## src/rtl/spectrum_bar_writer.sv

```systemverilog
// spectrum_bar_writer: writer side of the 1-bit VGA framebuffer.
// Streams of NUM_BARS magnitudes fill a load bank; each frame_pulse latches a
// completed set into the draw bank and rasterises vertical bars, one pixel
// write per clock, row-major over the whole screen.
// Optional peak-hold markers are compiled in with `define SPECTRUM_PEAK_HOLD_EN.
module spectrum_bar_writer #(
  parameter int SCREEN_WIDTH  = 640,
  parameter int SCREEN_HEIGHT = 480,
  parameter int NUM_BARS      = 32,
  parameter int BAR_GAP       = 2,
  parameter int MAG_WIDTH     = 16,
  parameter int MAG_SHIFT     = 7,
  localparam int ADDR_W       = $clog2(SCREEN_WIDTH * SCREEN_HEIGHT)
) (
  input  logic                 clk,
  input  logic                 resetn,
  input  logic                 bin_valid,
  output logic                 bin_ready,
  input  logic [MAG_WIDTH-1:0] bin_mag,
  input  logic                 bin_last,
  input  logic                 frame_pulse,
  output logic                 fb_wr_en,
  output logic [ADDR_W-1:0]    fb_wr_addr,
  output logic                 fb_wr_data,
  output logic                 busy,
  output logic                 frame_done,
  output logic                 overrun
);

  localparam int NPIX   = SCREEN_WIDTH * SCREEN_HEIGHT;
  localparam int BAR_W  = SCREEN_WIDTH / NUM_BARS;
  localparam int COL_W  = $clog2(SCREEN_WIDTH);
  localparam int HGT_W  = $clog2(SCREEN_HEIGHT + 1);
  localparam int BAR_IW = (NUM_BARS > 1) ? $clog2(NUM_BARS) : 1;
  localparam int CIB_W  = (BAR_W > 1) ? $clog2(BAR_W) : 1;
  localparam int IDX_W  = $clog2(NUM_BARS + 1);

  localparam logic [ADDR_W-1:0]    LAST_ADDR = ADDR_W'(NPIX - 1);
  localparam logic [COL_W-1:0]     COL_LAST  = COL_W'(SCREEN_WIDTH - 1);
  localparam logic [CIB_W-1:0]     CIB_LAST  = CIB_W'(BAR_W - 1);
  localparam logic [CIB_W-1:0]     CIB_LIT   = CIB_W'(BAR_W - BAR_GAP);
  localparam logic [HGT_W-1:0]     HGT_MAX   = HGT_W'(SCREEN_HEIGHT);
  localparam logic [MAG_WIDTH-1:0] MAG_SAT   = MAG_WIDTH'(SCREEN_HEIGHT);
  localparam logic [IDX_W-1:0]     IDX_END   = IDX_W'(NUM_BARS);

  typedef enum logic [1:0] {S_IDLE, S_LATCH, S_DRAW} state_t;

  // Height saturates at full magnitude width so large values never alias.
  function automatic logic [HGT_W-1:0] bar_height(input logic [MAG_WIDTH-1:0] mag);
    logic [MAG_WIDTH-1:0] shifted;
    shifted = mag >> MAG_SHIFT;
    if (shifted > MAG_SAT) return HGT_MAX;
    return shifted[HGT_W-1:0];
  endfunction

  state_t                 state_q, state_d;
  logic [MAG_WIDTH-1:0]   load_bank_q [NUM_BARS];
  logic [MAG_WIDTH-1:0]   draw_bank_q [NUM_BARS];
  logic                   set_complete_q;
  logic [IDX_W-1:0]       idx_q;
  logic [HGT_W-1:0]       row_q, row_d;
  logic [COL_W-1:0]       col_q, col_d;
  logic [BAR_IW-1:0]      bar_q, bar_d;
  logic [CIB_W-1:0]       cib_q, cib_d;
  logic [ADDR_W-1:0]      addr_q, addr_d;
  logic                   fb_wr_en_q, fb_wr_data_q, frame_done_q, overrun_q;
  logic [ADDR_W-1:0]      fb_wr_addr_q;
  logic                   draw_en, lit, in_cols;
  logic [HGT_W-1:0]       cur_h;
  logic                   accept;

  assign accept  = bin_valid && bin_ready;
  assign cur_h   = bar_height(draw_bank_q[bar_q]);
  assign in_cols = (cib_q < CIB_LIT);

`ifdef SPECTRUM_PEAK_HOLD_EN
  logic [HGT_W-1:0] peak_q   [NUM_BARS];
  logic [HGT_W-1:0] peak_new [NUM_BARS];

  // Per-bar decayed peak, using the height the draw bank will hold after LATCH.
  for (genvar gi = 0; gi < NUM_BARS; gi++) begin : g_peak
    logic [HGT_W-1:0] h_new, p_dec;
    assign h_new        = bar_height(set_complete_q ? load_bank_q[gi] : draw_bank_q[gi]);
    assign p_dec        = (peak_q[gi] == '0) ? '0 : peak_q[gi] - HGT_W'(1);
    assign peak_new[gi] = (h_new > p_dec) ? h_new : p_dec;
  end

  // Peak registers refresh once per frame on the LATCH cycle.
  always_ff @(posedge clk or negedge resetn) begin
    if (!resetn) begin
      for (int i = 0; i < NUM_BARS; i++) peak_q[i] <= '0;
    end else if (state_q == S_LATCH) begin
      for (int i = 0; i < NUM_BARS; i++) peak_q[i] <= peak_new[i];
    end
  end

  assign lit = in_cols && ((row_q >= (HGT_MAX - cur_h)) ||
               ((peak_q[bar_q] != '0) && (row_q == (HGT_MAX - peak_q[bar_q]))));
`else
  assign lit = in_cols && (row_q >= (HGT_MAX - cur_h));
`endif

  // Next-state, raster counter advance and handshake ready.
  always_comb begin
    state_d   = state_q;
    row_d     = row_q;
    col_d     = col_q;
    bar_d     = bar_q;
    cib_d     = cib_q;
    addr_d    = addr_q;
    bin_ready = 1'b1;
    draw_en   = 1'b0;
    case (state_q)
      S_IDLE: begin
        if (frame_pulse) state_d = S_LATCH;
      end
      S_LATCH: begin
        bin_ready = 1'b0;
        row_d     = '0;
        col_d     = '0;
        bar_d     = '0;
        cib_d     = '0;
        addr_d    = '0;
        state_d   = S_DRAW;
      end
      S_DRAW: begin
        draw_en = 1'b1;
        addr_d  = addr_q + ADDR_W'(1);
        if (col_q == COL_LAST) begin
          col_d = '0;
          bar_d = '0;
          cib_d = '0;
          row_d = row_q + HGT_W'(1);
        end else begin
          col_d = col_q + COL_W'(1);
          if (cib_q == CIB_LAST) begin
            cib_d = '0;
            bar_d = bar_q + BAR_IW'(1);
          end else begin
            cib_d = cib_q + CIB_W'(1);
          end
        end
        if (addr_q == LAST_ADDR) state_d = S_IDLE;
      end
      default: state_d = S_IDLE;
    endcase
  end

  // State and raster counter registers.
  always_ff @(posedge clk or negedge resetn) begin
    if (!resetn) begin
      state_q <= S_IDLE;
      row_q   <= '0;
      col_q   <= '0;
      bar_q   <= '0;
      cib_q   <= '0;
      addr_q  <= '0;
    end else begin
      state_q <= state_d;
      row_q   <= row_d;
      col_q   <= col_d;
      bar_q   <= bar_d;
      cib_q   <= cib_d;
      addr_q  <= addr_d;
    end
  end

  // Registered write port, end-of-frame pulse and sticky overrun flag.
  always_ff @(posedge clk or negedge resetn) begin
    if (!resetn) begin
      fb_wr_en_q   <= 1'b0;
      fb_wr_addr_q <= '0;
      fb_wr_data_q <= 1'b0;
      frame_done_q <= 1'b0;
      overrun_q    <= 1'b0;
    end else begin
      fb_wr_en_q   <= draw_en;
      fb_wr_data_q <= draw_en && lit;
      if (draw_en) fb_wr_addr_q <= addr_q;
      frame_done_q <= fb_wr_en_q && (fb_wr_addr_q == LAST_ADDR);
      if (frame_pulse && (state_q != S_IDLE)) overrun_q <= 1'b1;
    end
  end

  // Load bank fill; beats past the last bar are handshaked but dropped.
  always_ff @(posedge clk or negedge resetn) begin
    if (!resetn) begin
      for (int i = 0; i < NUM_BARS; i++) load_bank_q[i] <= '0;
      idx_q          <= '0;
      set_complete_q <= 1'b0;
    end else begin
      if (accept) begin
        if (idx_q < IDX_END) load_bank_q[idx_q[BAR_IW-1:0]] <= bin_mag;
        if (bin_last) begin
          idx_q          <= '0;
          set_complete_q <= 1'b1;
        end else if (idx_q < IDX_END) begin
          idx_q <= idx_q + IDX_W'(1);
        end
      end
      // No beat is accepted during LATCH, so the clear never races a set.
      if (state_q == S_LATCH) set_complete_q <= 1'b0;
    end
  end

  // Draw bank takes a completed set on LATCH; otherwise it keeps the last one.
  always_ff @(posedge clk or negedge resetn) begin
    if (!resetn) begin
      for (int i = 0; i < NUM_BARS; i++) draw_bank_q[i] <= '0;
    end else if ((state_q == S_LATCH) && set_complete_q) begin
      for (int i = 0; i < NUM_BARS; i++) draw_bank_q[i] <= load_bank_q[i];
    end
  end

  assign fb_wr_en   = fb_wr_en_q;
  assign fb_wr_addr = fb_wr_addr_q;
  assign fb_wr_data = fb_wr_data_q;
  assign frame_done = frame_done_q;
  assign overrun    = overrun_q;
  assign busy       = (state_q != S_IDLE);

endmodule

```

## config.mk

```make
export PLATFORM = sky130hd
export DESIGN_NAME = spectrum_bar_writer
export DESIGN_NICKNAME = d
export VERILOG_FILES = /design/src/rtl/spectrum_bar_writer.sv
export SDC_FILE = /design/constraint.sdc
export NUM_CORES = 1
export LEC_CHECK = 0
export CORE_MARGIN = 1
export CORE_UTILIZATION = 62
export DETAILED_ROUTE_END_ITERATION = 7
export HOLD_SLACK_MARGIN = 0.12
export PLACE_DENSITY_LB_ADDON = 0.2
export SLEW_MARGIN = 15
export SYNTH_ARGS = -nofsm -noshare
export SYNTH_HDL_FRONTEND = slang
export SYNTH_SLANG_ARGS = --single-unit
```

## constraint.sdc

```tcl
create_clock -name clk -period 5.8 [get_ports clk]
set_input_delay 1.16 -clock clk [delete_from_list [all_inputs] [get_ports clk]]
set_output_delay 1.16 -clock clk [all_outputs]
set_load 0.02 [all_outputs]
```

==> qor.txt <==
R2R Setup Slk - 0.98 ns
syn_area_per_cell - 14.5 µm²
min-delay src - overrun$_DFFE_PN0P_
hold_buf cts - 0
layer with the highest usage - met2
RSZ-0062 raised after global routing - false
mean routed wirelength per cell - 22.4 µm
total setup buffers inserted after CTS - 0
RD Place Congestion - 0.851
CP cell instances - buf_12 -> buf_4 -> mux2i_1 -> a22oi_1 -> nand3_1 -> and4_1 -> or4_1 -> nand2_1 -> ha_1 -> inv_1 -> o311ai_0 -> o211ai_1 -> ha_1 -> o21ai_0 -> o21ai_0 -> o211ai_1 -> a21oi_1
DP Worst Slack - 0.994 ns
fin crit period - 4.82 ns
status - completed
total track usage - 0.265
Filler Cell Count - 3030
Rel. slew slack - 0.216
final net count - 2003
Seq/Total Area, Yosys - 0.589
Slew @ Worst Pin - 1.17 ns
reg2reg start - bar_q[0]$_DFFE_PN0P_
initial core utilization - 0.629
Root Buffer - clkbuf_16
Cell Pwr Density - 374 nW/µm²
final setup fails - 0
antenna-violating nets left - 0
Worst path top cell family by delay - simple AND/OR/NAND/NOR gates
Die Wd - 214 µm
worst min path class - reg2reg
TritonRoute pass-1 iters - 5
met3 Track Usage GR - 0.0385
core area - 44300 µm²
fin crit share - 0.832
final hold vios - 0
synth warn - 0
Crit Reg-Reg Endpoint - fb_wr_data$_DFF_PN0_
Die ar. - 45800 µm²
Worst Path Arrival - 5.28 ns
TritonCTS clock tree - built
grt ovf - 0
I/O Buffers - 38
Layout Area Growth over Synthesis - 11.3%
Cells after Synth - 1925
syn_nets - 1968
initial antenna violation count - 0
critical path fanouts, max - 39
Setup CP Type - reg2reg
share of layout cells above drive strength 1 - 0.388
num rows - 77
initial DRC count - 1115
pin count of the biggest net entering global routing - 161
Peak VDD IR - 0.259 mV
Ant. Diodes - 0
clock transition at the registers of the reported paths - 0.06 ns
clk_skew - 0.0240 ns
DIE HEIGHT - 214 µm
Setup TNS - 0 ns
Resized Gates After CTS - 0
Setup crit start kind - flop
CP max stage delay - 0.74 ns
max-slew violations - 0
R2R depth - 17
total routed wirelength - 58.1 mm
number of global-route vias before repair - 16900
Peak Freq - 207 MHz
Worst EP required - 6.25 ns
Cell variety after synth - 51
DR vias/cell - 6.10
CTS Buffer Depth - 3
setup slack after layout - 0.975 ns
CTS Buf Count - 68
Min-Delay Endpoint - overrun$_DFFE_PN0P_
Post-DP HPWL - 36.0 mm
Seq cells post-synth - 656
Clock Latency Late Sink - 0.60 ns
worst hold stages - 1
first-pass GRT wire length - 95.1 mm
Slowest-stage cell, CP - dfrtp_4
H-Tree Depth - 3
total chip power - 0.0116 W
Leak - 14.9 nW
Top Ports - 46
Post-synth EDFFs - 0
met1 usage - 0.365
Main synth FF type - dfrtp_1
Async SR Flop Fraction - 1.00
DRC violations left - 0
crit end category - flop
met2 usage - 0.444
MaxCap Viol Count - 0
CP bufs+invs - 3
clock sinks - 656
Post-Syn Area - 27900 µm²
vias - 15800
## flip-flops by register name, indices dropped and copies added, names as in the netlist, 2 cells and up
signal	count
draw_bank_q	288
load_bank_q	288
addr_q	19
fb_wr_addr	19
col_q	10
row_q	9
idx_q	6
bar_q	5
cib_q	5
state_q	2
## per-stage QoR
stage               hold WS [ns]  cells   util  cell area (µm²)
floorplan                  0.454   1925      -            27900
global placement           0.440   2482  0.652            28900
detailed placement         0.478   2482  0.652            28900
CTS                        0.483   2595  0.699            31000
global route               0.492   2595  0.700            31000
finish                     0.488   2595  0.700            31000
## synth_stat cells (13+ instances only)
| library cell | count | area (µm²) |
|---|---|---|
| nand2_1 | 71 | 267 |
| dfrtp_1 | 656 | 16400 |
| inv_1 | 25 | 93.8 |
| mux2i_1 | 68 | 681 |
| a22oi_1 | 29 | 218 |
| mux2_2 | 596 | 6710 |
| mux4_2 | 42 | 946 |
| ha_1 | 22 | 275 |
| nand3_1 | 49 | 245 |
| o21ai_0 | 42 | 210 |
| nor2_1 | 62 | 233 |
| clkbuf_1 | 89 | 334 |
| xor2_1 | 13 | 114 |
| a21oi_1 | 18 | 90.1 |
## where the power goes
| part | total (W) | leakage (nW) | switching, W | internal, W |
|---|---|---|---|---|
| clock network | 0.00415 | 1.04 | 0.00171 | 0.00245 |
| logic | 0.00207 | 4.90 | 0.00110 | 0.000966 |
| registers | 0.00538 | 9.00 | 0.000283 | 0.00510 |
| total | 0.0116 | 14.9 | 0.00309 | 0.00851 |
## worst max path at each step
stage | start | to | slack [ns] | cells past startpoint
final | bar_q[0]$_DFFE_PN0P_ | fb_wr_data$_DFF_PN0_ | 0.98 | 17
after global routing | bar_q[0]$_DFFE_PN0P_ | fb_wr_data$_DFF_PN0_ | 0.65 | 17
after CTS | bar_q[0]$_DFFE_PN0P_ | fb_wr_data$_DFF_PN0_ | 1.01 | 17
after detailed placement | bar_q[0]$_DFFE_PN0P_ | fb_wr_data$_DFF_PN0_ | 0.99 | 17
after global placement | bar_q[0]$_DFFE_PN0P_ | fb_wr_data$_DFF_PN0_ | 1.12 | 17
after floorplan | bar_q[0]$_DFFE_PN0P_ | fb_wr_data$_DFF_PN0_ | 1.68 | 20
## cell type report
| type | count | area (µm²) | area share |
|---|---|---|---|
| Timing Repair Buffer | 75 | 738 | 0.0238 |
| Tap cell | 592 | 741 | 0.0239 |
| Clock buffer | 96 | 1930 | 0.0623 |
| Sequential cell | 656 | 16400 | 0.530 |
| Multi-Input combinational cell | 1134 | 10900 | 0.352 |
| Clock inverter | 17 | 171 | 0.00553 |
| Inverter | 25 | 93.8 | 0.00303 |
## cell usage in the layout (no fill, tap or decap), types with 5 or more instances in the layout
master and count:
nor2b_1 5, xor2_1 13, a21oi_1 18, inv_1 25
nand2_1 70, mux2_2 596, dfrtp_1 655, buf_4 31
nand4_1 10, clkbuf_16 71, mux2i_1 68, clkdlybuf4s50_1 37
buf_12 6, a221oi_1 6, a22o_1 7, nor3_1 7
clkinv_2 11, xnor2_1 11, clkbuf_8 6, clkbuf_1 19
nand3_1 49, a22oi_1 29, and2_1 5, and3_1 12
nor2_1 59, ha_1 22, nor3b_1 7, mux4_2 42
o21ai_0 42
## routing by layer
metal  up-vias  part of all wire
li1       7035                 -
met1      8423              0.44
met2       287              0.51
met3        95             0.035
met4         0             0.022
met5         -                 0
## cell families after synthesis
logic type,synth area share
and+or+nand+nor,0.0444
DFF,0.589
buffers and inverters,0.0198
muxes,0.299
AOI/OAI and AO/OA,0.0300
xor gates and xnor gates,0.00754
adders and majority gates,0.00988
Note: power is estimated with default switching activity, not from simulation.
